--- src/rtl/broccoli_clkgen_pkg.sv ---
// ============================================================================
// broccoli_clkgen_pkg : shared state encoding and default constants
// Rev 1.0
// ============================================================================
`default_nettype none

package broccoli_clkgen_pkg;

    localparam int c_def_div_w        = 8;
    localparam int c_def_lock_cycles  = 16;
    localparam int c_def_div_reset_m1 = 3;

    typedef enum logic [1:0] {
        ST_IDLE    = 2'd0,
        ST_LOCKING = 2'd1,
        ST_RUNNING = 2'd2
    } clkgen_state_t;

    // Width able to hold values 0..n-1, never narrower than one bit.
    function automatic int f_cnt_w(input int n);
        return (n > 1) ? $clog2(n) : 1;
    endfunction

endpackage

`default_nettype wire

--- src/rtl/broccoli_clkgen_channel.sv ---
// ============================================================================
// broccoli_clkgen_channel : one divider channel (counter, strobe, level)
// Level toggle present only with BROCCOLI_CLKGEN_LEVEL_EN.  Rev 1.0
// ============================================================================
`default_nettype none

module broccoli_clkgen_channel
    import broccoli_clkgen_pkg::*;
#(
    parameter int DIV_W        = c_def_div_w,
    parameter int DIV_RESET_M1 = c_def_div_reset_m1
) (
    input  logic             clock,
    input  logic             aresetn,
    input  logic             i_wr,
    input  logic [DIV_W-1:0] i_div_m1,
    input  logic [DIV_W-1:0] i_phase,
    input  logic             i_load,
    input  logic             i_run,
    input  logic             i_run_next,
    output logic             o_strobe,
    output logic             o_lvl
);

    logic [DIV_W-1:0] r_div_m1;
    logic [DIV_W-1:0] r_phase;
    logic [DIV_W-1:0] r_cnt;

    always_ff @(posedge clock or negedge aresetn) begin
        if (!aresetn) begin
            r_div_m1 <= DIV_W'(DIV_RESET_M1);
            r_phase  <= '0;
            r_cnt    <= '0;
        end else begin
            if (i_wr) begin
                r_div_m1 <= i_div_m1;
                r_phase  <= i_phase;
            end
            // A phase beyond the divide range starts the channel on its strobe.
            if (i_load) begin
                r_cnt <= (r_phase < r_div_m1) ? r_phase : r_div_m1;
            end else if (i_run) begin
                r_cnt <= (r_cnt == r_div_m1) ? '0 : r_cnt + 1'b1;
            end
        end
    end

    assign o_strobe = i_run && (r_cnt == r_div_m1);

`ifdef BROCCOLI_CLKGEN_LEVEL_EN
    logic r_lvl;

    always_ff @(posedge clock or negedge aresetn) begin
        if (!aresetn) begin
            r_lvl <= 1'b0;
        end else if (!i_run_next) begin
            r_lvl <= 1'b0;
        end else if (o_strobe) begin
            r_lvl <= ~r_lvl;
        end
    end

    assign o_lvl = r_lvl;
`else
    logic w_unused_run_next;
    assign w_unused_run_next = i_run_next;
    assign o_lvl             = 1'b0;
`endif

endmodule

`default_nettype wire

--- src/rtl/broccoli_clkgen.sv ---
// ============================================================================
// broccoli_clkgen : lock state machine driving CHANNELS clock-enable dividers
// Optional 50% level outputs via BROCCOLI_CLKGEN_LEVEL_EN.  Rev 1.0
// ============================================================================
`default_nettype none

module broccoli_clkgen
    import broccoli_clkgen_pkg::*;
#(
    parameter int CHANNELS     = 3,
    parameter int DIV_W        = c_def_div_w,
    parameter int LOCK_CYCLES  = c_def_lock_cycles,
    parameter int DIV_RESET_M1 = c_def_div_reset_m1
) (
    input  logic                                        clock,
    input  logic                                        aresetn,
    input  logic                                        pwrdwn,
    input  logic                                        cfg_valid,
    output logic                                        cfg_ready,
    input  logic [((CHANNELS > 1) ? $clog2(CHANNELS) : 1)-1:0] cfg_chan,
    input  logic [DIV_W-1:0]                            cfg_div_m1,
    input  logic [DIV_W-1:0]                            cfg_phase,
    output logic [CHANNELS-1:0]                         strobe,
    output logic [CHANNELS-1:0]                         clk_lvl,
    output logic                                        locked
);

    localparam int C_SEL_W = (CHANNELS > 1) ? $clog2(CHANNELS) : 1;
    localparam int C_LK_W  = f_cnt_w(LOCK_CYCLES);

    clkgen_state_t     r_state;
    logic [C_LK_W-1:0] r_lock_cnt;
    logic              r_locked;

    logic              w_wr;
    logic              w_lock_done;
    logic              w_run;
    logic              w_run_next;

    assign cfg_ready = !pwrdwn;
    assign w_wr      = cfg_valid && !pwrdwn && (int'(cfg_chan) < CHANNELS);

    // Power-down outranks a write, which outranks lock progress.
    assign w_lock_done = (r_state == ST_LOCKING) && !pwrdwn && !w_wr &&
                         (r_lock_cnt == C_LK_W'(LOCK_CYCLES - 1));
    assign w_run       = (r_state == ST_RUNNING);
    assign w_run_next  = !pwrdwn && !w_wr && (w_run || w_lock_done);

    always_ff @(posedge clock or negedge aresetn) begin
        if (!aresetn) begin
            r_state    <= ST_IDLE;
            r_lock_cnt <= '0;
            r_locked   <= 1'b0;
        end else if (pwrdwn) begin
            r_state  <= ST_IDLE;
            r_locked <= 1'b0;
        end else if (w_wr) begin
            r_state    <= ST_LOCKING;
            r_lock_cnt <= '0;
            r_locked   <= 1'b0;
        end else begin
            case (r_state)
                ST_IDLE: begin
                    r_state    <= ST_LOCKING;
                    r_lock_cnt <= '0;
                end
                ST_LOCKING: begin
                    if (w_lock_done) begin
                        r_state  <= ST_RUNNING;
                        r_locked <= 1'b1;
                    end else begin
                        r_lock_cnt <= r_lock_cnt + 1'b1;
                    end
                end
                ST_RUNNING: begin
                    r_locked <= 1'b1;
                end
                default: begin
                    r_state  <= ST_IDLE;
                    r_locked <= 1'b0;
                end
            endcase
        end
    end

    assign locked = r_locked;

    generate
        for (genvar gi = 0; gi < CHANNELS; gi++) begin : g_chan
            broccoli_clkgen_channel #(
                .DIV_W        (DIV_W),
                .DIV_RESET_M1 (DIV_RESET_M1)
            ) u_chan (
                .clock      (clock),
                .aresetn    (aresetn),
                .i_wr       (w_wr && (cfg_chan == C_SEL_W'(gi))),
                .i_div_m1   (cfg_div_m1),
                .i_phase    (cfg_phase),
                .i_load     (w_lock_done),
                .i_run      (w_run),
                .i_run_next (w_run_next),
                .o_strobe   (strobe[gi]),
                .o_lvl      (clk_lvl[gi])
            );
        end
    endgenerate

endmodule

`default_nettype wire

--- config.mk ---
export PLATFORM = sky130hd
export DESIGN_NAME = broccoli_clkgen
export DESIGN_NICKNAME = d
export VERILOG_FILES = /design/src/rtl/broccoli_clkgen_pkg.sv /design/src/rtl/broccoli_clkgen_channel.sv /design/src/rtl/broccoli_clkgen.sv
export SDC_FILE = /design/constraint.sdc
export NUM_CORES = 1
export LEC_CHECK = 0
export ABC_AREA = 1
export CORE_ASPECT_RATIO = 1.5
export CORE_MARGIN = 4
export CORE_UTILIZATION = 40
export DETAILED_ROUTE_END_ITERATION = 10
export REMOVE_ABC_BUFFERS = 1
export SLEW_MARGIN = 20
export SYNTH_ARGS = -nofsm -noshare
export SYNTH_HDL_FRONTEND = slang
export SYNTH_SLANG_ARGS = --single-unit
--- constraint.sdc ---
create_clock -name clock -period 4.2 [get_ports clock]
set_input_delay 0.63 -clock clock [delete_from_list [all_inputs] [get_ports clock]]
set_output_delay 0.63 -clock clock [all_outputs]
set_load 0.01 [all_outputs]
==> run metrics, run 1 <==
Die Ht 149 µm; Worst Tran Pin Value 0.997 ns; leak pwr roughly 0.0032 µW; peak supply drop 0.223 mV; CTS sink count 79; iteration-0 DRC count of the detailed router ~180; CP max stage delay 0.59 ns; # IOs 30; IO Port Bufs 26; outcome finished clean; Final setup viols 0; placed cell areas between 5000 and 6000 µm²; Worst Path Max Fanout 9; GP Congestion about 0.9; Hold Fails Final Rpt 0; Slew Viols, Final 0; Root Buffer clkbuf_16; Critical R2R Launch g_chan[2].u_chan.r_div_m1[1]$_DFFE_PN1P_; setup bufs post-CTS 0; top-count cell post-synth nand2_1; post-synth top area cell dfrtp_1; relative slew slack 0.334; Critical R2R Capture g_chan[2].u_chan.r_cnt[3]$_DFFE_PN0P_; #FFs+latches synth 79; Die W 102 µm; Synth top cells by count nand2_1 (212), inv_1 (146), nand3_1 (85), dfrtp_1 (73), o21ai_0 (53); Design Area, Final just under 6000 µm²; TritonCTS buffer count 9; first-pass GRT wire length approximately 21 mm; largest net degree at the start of global routing 80; max-cap violations 0; post-synthesis sequential area ratio 0.374; CTS HTree Levels 3; FFs w/ async S/R, synth 1.00; die area 15200 µm²; initial antenna violation count 0; number of global-route vias before repair 4487; final worst-path setup slack 1.40 ns; EDFF count, synth 0; Synth Area per Inst 6.92 µm²; clk_lat worst skew 0.34 ns; critical path startpoint category flop; Layout Area Growth over Synthesis 11.2%; Setup CP Type reg2out; Via density 4.89; clock skew between 0.007 and 0.008 ns; total number of yosys warnings 0; worst endpoint data arrival time ~2.2 ns; post-route ant nets 0; drt first pass iters 6; Clock Path Buffers 2; CP top delay family simple AND/OR/NAND/NOR gates; post-synthesis cell area 5300 µm²; RSZ-0062 raised after global routing false; cts repair resizes 0; Post-route DRC 0; total wire length 12.8 mm; cell count after synthesis 766; Synth Flop Type dfrtp_1; Power, Total 2350 µW; Critical Path End Type output pin; Fmax ~0.36 GHz; final worst path period need 2.80 ns; wire per inst about 14 µm; ratio of cells with drive above 1 in the final layout 0.0395; CP cell instances nand2_1 > nand2_1 > nand2_1 > nor2_1 > nand2_1 > nor2_1 > clkdlybuf4s50_1; CTS clk-pin slew, worst paths 0.06 ns; slowest stage cell, crit path dfstp_2; required time worst endpoint ~3.6 ns; setup slack, reg-to-reg around 2.2 ns; gr usage total 0.179; nets 831; Vias about 4600; Core Rows between 50 and 60; total grt overflow 0; Initial Util 0.407; Setup WS pre-CTS 1.55 ns; Inserted Diodes 0; Pwr Density 399 nW/µm²; post-synth top area share 0.345; Final HPWL DP 9.53 mm; core area between 10000 and 15000 µm²; CP most frequent cell nand2_1; Buf/Inv on CP 1; worst min path class in2async; post-layout util 0.453; Tcrit/Tclk final 0.666; synth unique cells 29; hold-fix buffers at CTS 0; CTS tree done; R2R cell count 11; Area contributors post-synth dfrtp_1 (34%), nand2_1 (15%), inv_1 (10%); setup TNS 0 ns
==> worst max path at each step <==
stage,from,to,depth (start not counted),slack [ns]
after floorplan,cfg_chan[0],g_chan[0].u_chan.r_cnt[0]$_DFFE_PN0P_,7,1.15
after global placement,cfg_chan[1],g_chan[1].u_chan.r_cnt[5]$_DFFE_PN0P_,10,1.60
after detailed placement,cfg_chan[1],g_chan[2].u_chan.r_cnt[5]$_DFFE_PN0P_,10,1.55
after CTS,g_chan[2].u_chan.r_div_m1[1]$_DFFE_PN1P_,strobe[2],7,1.37
after global routing,g_chan[2].u_chan.r_div_m1[1]$_DFFE_PN1P_,strobe[2],7,1.25
final,g_chan[2].u_chan.r_div_m1[1]$_DFFE_PN1P_,strobe[2],7,1.40
==> where the power goes <==
group	total (µW)	internal (µW)	switching, µW
clock network	735	418	317
registers	967	868	99.4
logic	651	250	401
total	2350	1540	817
==> cells in the final DEF (no fill, tap or decap), types with 5 or more instances in the layout <==
| cell | n |
|---|---|
| dfstp_2 | 6 |
| nor2_1 | 50 |
| ha_1 | 29 |
| nand3_1 | 85 |
| clkbuf_16 | 9 |
| a21oi_1 | 32 |
| nand2_1 | 212 |
| nand4_1 | 7 |
| dfrtp_1 | 73 |
| clkdlybuf4s50_1 | 25 |
| o21ai_0 | 53 |
| o21ai_1 | 5 |
| xor2_1 | 6 |
| inv_1 | 146 |
| xnor2_1 | 17 |
==> stage by stage <==
stage | instances | hold slack (ns)
floorplan | 740 | 0.334
global placement | 928 | 0.470
detailed placement | 928 | 0.478
CTS | 944 | 0.493
global route | 944 | 0.401
finish | 944 | 0.331
==> cell type report <==
cell class,instances,area [µm²]
fillers,1325,7120
multi-input cells,513,2590
flip-flops and latches,79,1980
inverters,148,561
repair buffers,29,284
clock buffers,12,246
well taps,159,199
clock inverters,4,31.3
==> flip-flops by register name (all words and copies together), names as in the netlist <==
| signal | flops |
|---|---|
| g_chan.u_chan.r_div_m1 | 24 |
| r_state | 2 |
| g_chan.u_chan.r_phase | 24 |
| r_lock_cnt | 4 |
| g_chan.u_chan.r_cnt | 24 |
| locked | 1 |
==> logic make-up after synthesis <==
logic type / count (synthesis) / share of synthesized area
AO/OA/AOI/OAI: 95 / 0.0935
XOR/XNOR: 23 / 0.0380
adder cells (fa/ha/maj): 29 / 0.0685
buffers and inverters: 176 / 0.139
flip-flops: 79 / 0.374
other: 1 / 0.000708
AND/OR/NAND/NOR: 363 / 0.286
==> metal layers <==
layer  GRT usage  part of all wire
met5           0                 0
met4      0.0742             0.029
met3      0.0229             0.030
met2       0.321              0.52
met1       0.211              0.43
No activity file was read; power rests on OpenSTA's default activity.
==> inputs of run 2 (changes only) <==
==> constraint.sdc (replaced) <==
create_clock -name clock -period 2.6 [get_ports clock]
set_input_delay 0.39 -clock clock [delete_from_list [all_inputs] [get_ports clock]]
set_output_delay 0.39 -clock clock [all_outputs]
set_load 0.01 [all_outputs]
==> run 2 against run 1 <==
Effect of this change:
- sequential cell count unchanged
- largest power group unchanged
- wire length up 3.4%
- design area up 1.5%
- combinational power is 61% higher
- non-clock buffer count is 5 higher
- critical path depth down 1
- power rose by 66%
- global-route usage rose by 0.73 points
- critical endpoint is now strobe[1]
==> run metrics, run 2 (synthesis results as in run 1) <==
outcome finished clean; Final setup viols 0 (unchanged); wire per inst 14.0 µm (+2.9%); worst endpoint data arrival time 2.12 ns (-0.05 ns); drt first pass iters 5 (-1); CTS tree done; hold-fix buffers at CTS 0 (unchanged); CTS clk-pin slew, worst paths 0.07 ns (about the same); total grt overflow 0 (unchanged); worst setup path endpoint strobe[1]; critical path startpoint category flop; sw power 1350 µW (+65%); Post-route DRC 0 (unchanged); setup TNS 0 ns (unchanged); Root Buffer clkbuf_16; Clock power frac 0.334 (+0.022); worst hold margin 0.0909 ns (-0.240 ns); gr usage total 0.186 (+0.00730); Worst Tran Pin Value 0.664 ns (-0.333 ns); Clock Path Buffers 2 (unchanged); relative slew slack 0.557 (+0.223); Slew Viols, Final 0 (unchanged); Critical R2R Capture g_chan[1].u_chan.r_cnt[2]$_DFFE_PN0P_; setup bufs post-CTS 0 (unchanged); Final HPWL DP 9.99 mm (+4.7%); commonest non-fill, non-tap cell in the layout nand2_1; first-pass GRT wire length 22.0 mm (+3.5%); number of global-route vias before repair 4479 (-0.18%); iteration-0 DRC count of the detailed router 257 (+40%); max-cap violations 0 (unchanged); largest net degree at the start of global routing 49 (-39%); # IOs 30 (unchanged); final worst-path setup slack 0.0904 ns (-1.31 ns); Worst Path Max Fanout 9 (unchanged); ratio of cells with drive above 1 in the final layout 0.0494 (+0.00988); Setup WS pre-CTS 0.392 ns (-1.16 ns); core area 13000 µm² (unchanged); Pwr Density 654 nW/µm² (+64%); GRT met2 Usage 0.323 (+0.00195); Tcrit/Tclk final 0.965; Top Registers g_chan.u_chan.r_cnt (24), g_chan.u_chan.r_div_m1 (24), g_chan.u_chan.r_phase (24); Comb pwr share 0.269 (-0.008); Initial Util 0.407 (unchanged); final worst path period need 2.51 ns; Critical R2R Launch g_chan[1].u_chan.r_div_m1[1]$_DFFE_PN1P_; clk_lat worst skew 0.34 ns (about the same); Vias 4683 (+1.5%); Core Rows 51 (unchanged); Internal 2570 µW (+67%); post-route ant nets 0 (unchanged); Layout Area Growth over Synthesis 12.9%; Die Ht 149 µm (unchanged); RSZ-0062 raised after global routing false; leak pwr 0.00322 µW (+1.5%); most frequent cells in the layout nand2_1 (211), inv_1 (146), nand3_1 (85); peak supply drop 0.407 mV (+83%); required time worst endpoint 2.21 ns (-1.36 ns); IO Port Bufs 26 (unchanged); Fmax 0.398 GHz; Via density 4.93 (+1.0%); GRT Max-Usage Layer met2; Hold Fails Final Rpt 0 (unchanged); die area 15200 µm² (unchanged); CTS HTree Levels 3 (unchanged); Setup CP Type reg2out; global routing met1 resource utilization 0.226 (+0.0158); CTS sink count 79 (unchanged); clock skew 0.00539 ns (-0.00171 ns); nets 836 (+0.60%); GP Congestion 0.849 (-5.4%); setup slack, reg-to-reg 0.53 ns (-1.62 ns); Critical Path End Type output pin; met3 Use GR 0.0239 (+0.000936); Sw Share 0.344 (-0.00351); R2R cell count 11 (unchanged); total wire length 13.3 mm (+3.4%); Crit. Startpoint g_chan[1].u_chan.r_div_m1[0]$_DFFE_PN1P_; cts repair resizes 0 (unchanged); Inserted Diodes 0 (unchanged); TritonCTS buffer count 9 (unchanged); initial antenna violation count 0 (unchanged); Reg power frac 0.397 (-0.014); Die W 102 µm (unchanged); worst min path class in2async
-- run 2: cell types whose count changed in the layout (fill, tap and decap cells not counted), moves of 2 or more --
cell / previous run / this run
buf_12: 0 / 2
buf_4: 3 / 7
clkbuf_1: 2 / 0
inv_6: 0 / 3
-- run 2: final cells by class --
cell class | instances | area (µm²)
Clock buffer | 9 | 225
Clock inverter | 7 | 80.1
Fill cell | 1355 | 7030
Inverter | 148 | 561
Multi-Input combinational cell | 513 | 2590
Sequential cell | 79 | 1980
Tap cell | 159 | 199
Timing Repair Buffer | 34 | 343
-- run 2: power by group through the flow --
stage | Clock [µW] | Sequential (µW) | Combinational, µW
after global routing | 1380 | 1580 | 1240
after detailed placement | 0 | 1580 | 1050
after CTS | 1340 | 1560 | 1060
final | 1310 | 1560 | 1050
after floorplan | 0 | 1530 | 791
after global placement | 0 | 1570 | 1030
-- run 2: routing by layer --
metal  vias to the layer above  wire length (µm)
li1                       2401                 -
met1                      2182              5610
met2                        76              6870
met3                        24               370
met4                         0               420
met5                         -                 0
-- run 2: worst min path at each step --
stage,from,end
floorplan,aresetn,g_chan[0].u_chan.r_cnt[0]$_DFFE_PN0P_
global placement,aresetn,g_chan[1].u_chan.r_cnt[7]$_DFFE_PN0P_
detailed placement,aresetn,g_chan[1].u_chan.r_cnt[7]$_DFFE_PN0P_
CTS,aresetn,g_chan[1].u_chan.r_cnt[7]$_DFFE_PN0P_
global route,aresetn,g_chan[1].u_chan.r_cnt[7]$_DFFE_PN0P_
finish,aresetn,g_chan[1].u_chan.r_cnt[7]$_DFFE_PN0P_
-- run 2: through the flow --
stage               power (µW)  cells  cell area, µm²  utilization
floorplan                 2320    740            5130            -
global placement          2600    933            5680        0.436
detailed placement        2630    933            5680        0.436
CTS                       3950    949            5980        0.459
global route              4200    949            5980        0.460
finish                    3910    949            5980        0.460
-- run 2: critical path, stage by stage, from the launching register on --
cell             delay, ns
dfstp_2               0.56
xnor2_1               0.13
nand2_1               0.07
nor2_1                0.08
nand2_1               0.21
nor2_1                0.17
clkdlybuf4s50_1       0.56
==> inputs of run 3 (changes only) <==
--- a/config.mk
+++ b/config.mk
@@ -10,6 +10,7 @@
 export CORE_MARGIN = 4
 export CORE_UTILIZATION = 40
 export DETAILED_ROUTE_END_ITERATION = 10
+export MAX_ROUTING_LAYER = met4
 export REMOVE_ABC_BUFFERS = 1
 export SLEW_MARGIN = 20
 export SYNTH_ARGS = -nofsm -noshare
==> constraint.sdc (replaced) <==
create_clock -name clock -period 3 [get_ports clock]
set_input_delay 0.45 -clock clock [delete_from_list [all_inputs] [get_ports clock]]
set_output_delay 0.45 -clock clock [all_outputs]
set_load 0.01 [all_outputs]
==> run 3 against run 2 <==
Effect of this change:
- global-route usage rose by 1.2 points
- sequential cell count did not move
- critical endpoint unchanged
- highest routed layer unchanged
- sequential power fell by 14%
- via count rose by 1.0%
- critical path type unchanged
==> run metrics, run 3 (synthesis results as in run 1) <==
Core Rows 51 (unchanged); CTS sink count 79 (unchanged); CP cell instances xnor2_1 > nand2_1 > nor2_1 > nand2_1 > nor2_1 > clkdlybuf4s50_1; Inserted Diodes 0 (unchanged); leak pwr 0.00321 µW (-0.26%); clk_lat worst skew 0.34 ns (about the same); Critical Path End Type output pin; Vias 4731 (+1.0%); core area 13000 µm² (unchanged); Top Registers g_chan.u_chan.r_cnt (24), g_chan.u_chan.r_div_m1 (24), g_chan.u_chan.r_phase (24); Setup CP Type reg2out; clock skew 0.00699 ns (+0.00160 ns); worst endpoint data arrival time 2.14 ns (+0.02 ns); relative slew slack 0.408 (-0.149); GP Congestion 0.950 (+12%); cts repair resizes 0 (unchanged); initial antenna violation count 0 (unchanged); wire per inst 14.6 µm (+4.7%); Final setup viols 0 (unchanged); ratio of cells with drive above 1 in the final layout 0.0433 (-0.00611); post-route ant nets 0 (unchanged); final worst path period need 2.59 ns; Slew Viols, Final 0 (unchanged); Via density 5.01 (+1.5%); Post-route DRC 0 (unchanged); total grt overflow 0 (unchanged); drt first pass iters 5 (unchanged); Worst Path Max Fanout 9 (unchanged); die area 15200 µm² (unchanged); CTS HTree Levels 3 (unchanged); IO Port Bufs 26 (unchanged); Fmax just under 0.4 GHz; CTS clk-pin slew, worst paths 0.06 ns (about the same); gr usage total 0.198 (+0.0124); most frequent cells in the layout nand2_1 (212), inv_1 (146), nand3_1 (85); CP top delay family flip-flops; Pwr Density 590 nW/µm² (-9.7%); Worst Tran Pin Value 0.885 ns (+0.221 ns); required time worst endpoint 2.55 ns (+0.34 ns); Tcrit/Tclk final 0.863; Final HPWL DP 10.2 mm (+2.2%); TritonCTS buffer count 9 (unchanged); critical path startpoint category flop; outcome finished clean; RSZ-0062 raised after global routing false; Initial Util 0.407 (unchanged); hold-fix buffers at CTS 0 (unchanged); peak supply drop 0.315 mV (-23%); Die Ht 149 µm (unchanged); slowest stage cell, crit path dfstp_2; Setup WS pre-CTS 0.635 ns (+0.243 ns); Clock Path Buffers 2 (unchanged); nets 832 (-0.48%); # IOs 30 (unchanged); CTS tree done; total wire length 13.8 mm (+4.2%); iteration-0 DRC count of the detailed router 216 (-16%); first-pass GRT wire length 22.5 mm (+2.4%); Hold Fails Final Rpt 0 (unchanged); commonest non-fill, non-tap cell in the layout nand2_1; CP max stage delay 0.57 ns (about the same); Power, Total 3520 µW (-10%); Placed Cells incl. Taps 929 (-0.43%); setup TNS 0 ns (unchanged); Layout Area Growth over Synthesis 12.4%; Post-Layout Cell Count 945 (-0.42%); setup bufs post-CTS 0 (unchanged); Die W 102 µm (unchanged); max-cap violations 0 (unchanged); largest net degree at the start of global routing 80 (+63%); Root Buffer clkbuf_16; final worst-path setup slack 0.410 ns (+0.320 ns); number of global-route vias before repair 4638 (+3.5%); Buf/Inv on CP 1 (unchanged); worst min path class in2async
-- run 3: cell count changes in the layout (fill, tap and decap cells not counted) --
| cell | change |
|---|---|
| clkinvlp_4 | -1 |
| buf_4 | -3 |
| buf_12 | -2 |
| clkinv_4 | +2 |
| clkbuf_8 | +1 |
| inv_6 | -3 |
| buf_6 | +1 |
| bufinv_16 | +1 |
| nand2_1 | +1 |
| nand2_2 | -1 |
-- run 3: path summary, 6_finish.rpt --
path	startpoint	end	slack [ns]	depth (start not counted)
worst max-delay path	g_chan[1].u_chan.r_div_m1[0]$_DFFE_PN1P_	strobe[1]	0.41	6
max in group asynchronous	aresetn	g_chan[2].u_chan.r_cnt[1]$_DFFE_PN0P_	2.33	1
worst min-delay path	aresetn	g_chan[1].u_chan.r_cnt[6]$_DFFE_PN0P_	0.13	1
worst min register to register	g_chan[0].u_chan.r_phase[0]$_DFFE_PN0P_	g_chan[0].u_chan.r_phase[0]$_DFFE_PN0P_	0.49	2
min in group clock	g_chan[0].u_chan.r_phase[0]$_DFFE_PN0P_	g_chan[0].u_chan.r_phase[0]$_DFFE_PN0P_	0.49	2
worst max register to register	g_chan[1].u_chan.r_div_m1[1]$_DFFE_PN1P_	g_chan[1].u_chan.r_cnt[7]$_DFFE_PN0P_	0.99	11
-- run 3: cell type report --
| cell class | count | area [µm²] |
|---|---|---|
| clock inverters | 6 | 93.8 |
| multi-input cells | 513 | 2590 |
| fillers | 1375 | 7060 |
| clock buffers | 10 | 239 |
| repair buffers | 30 | 292 |
| flip-flops and latches | 79 | 1980 |
| well taps | 159 | 199 |
| inverters | 148 | 561 |
-- run 3: where the power goes --
group	switching (µW)	internal [µW]	leakage [µW]
combinational	598	353	0.00203
sequential	131	1210	0.00102
clock	466	756	0.000159
-- run 3: routing by layer --
metal | up-vias | share of wire | global-route usage
li1 | 2399 | - | -
met1 | 2201 | 0.41 | 0.217
met2 | 90 | 0.51 | 0.338
met3 | 41 | 0.030 | 0.0267
met4 | 0 | 0.054 | 0.117
met5 | - | 0 | -
-- run 3: worst reg2reg max path: stages, from the launching register on --
cell and delay, ns:
dfstp_2 0.54, inv_1 0.07, ha_1 0.27, nand2_1 0.07
nand2_1 0.04, nand2_1 0.05, nand2_1 0.05, nand2_1 0.21
nand2_1 0.25, nand2_1 0.11, nand3_1 0.13, a21oi_1 0.16
-- run 3: stage by stage --
stage | hold slack [ns] | utilization | cell area [µm²]
3_5_place_dp | 0.475 | 0.432 | 5620
3_3_place_gp | 0.473 | 0.432 | 5620
2_1_floorplan | 0.154 | - | 5130
6_report | 0.125 | 0.458 | 5960
5_1_grt | 0.213 | 0.458 | 5960
4_1_cts | 0.335 | 0.457 | 5950
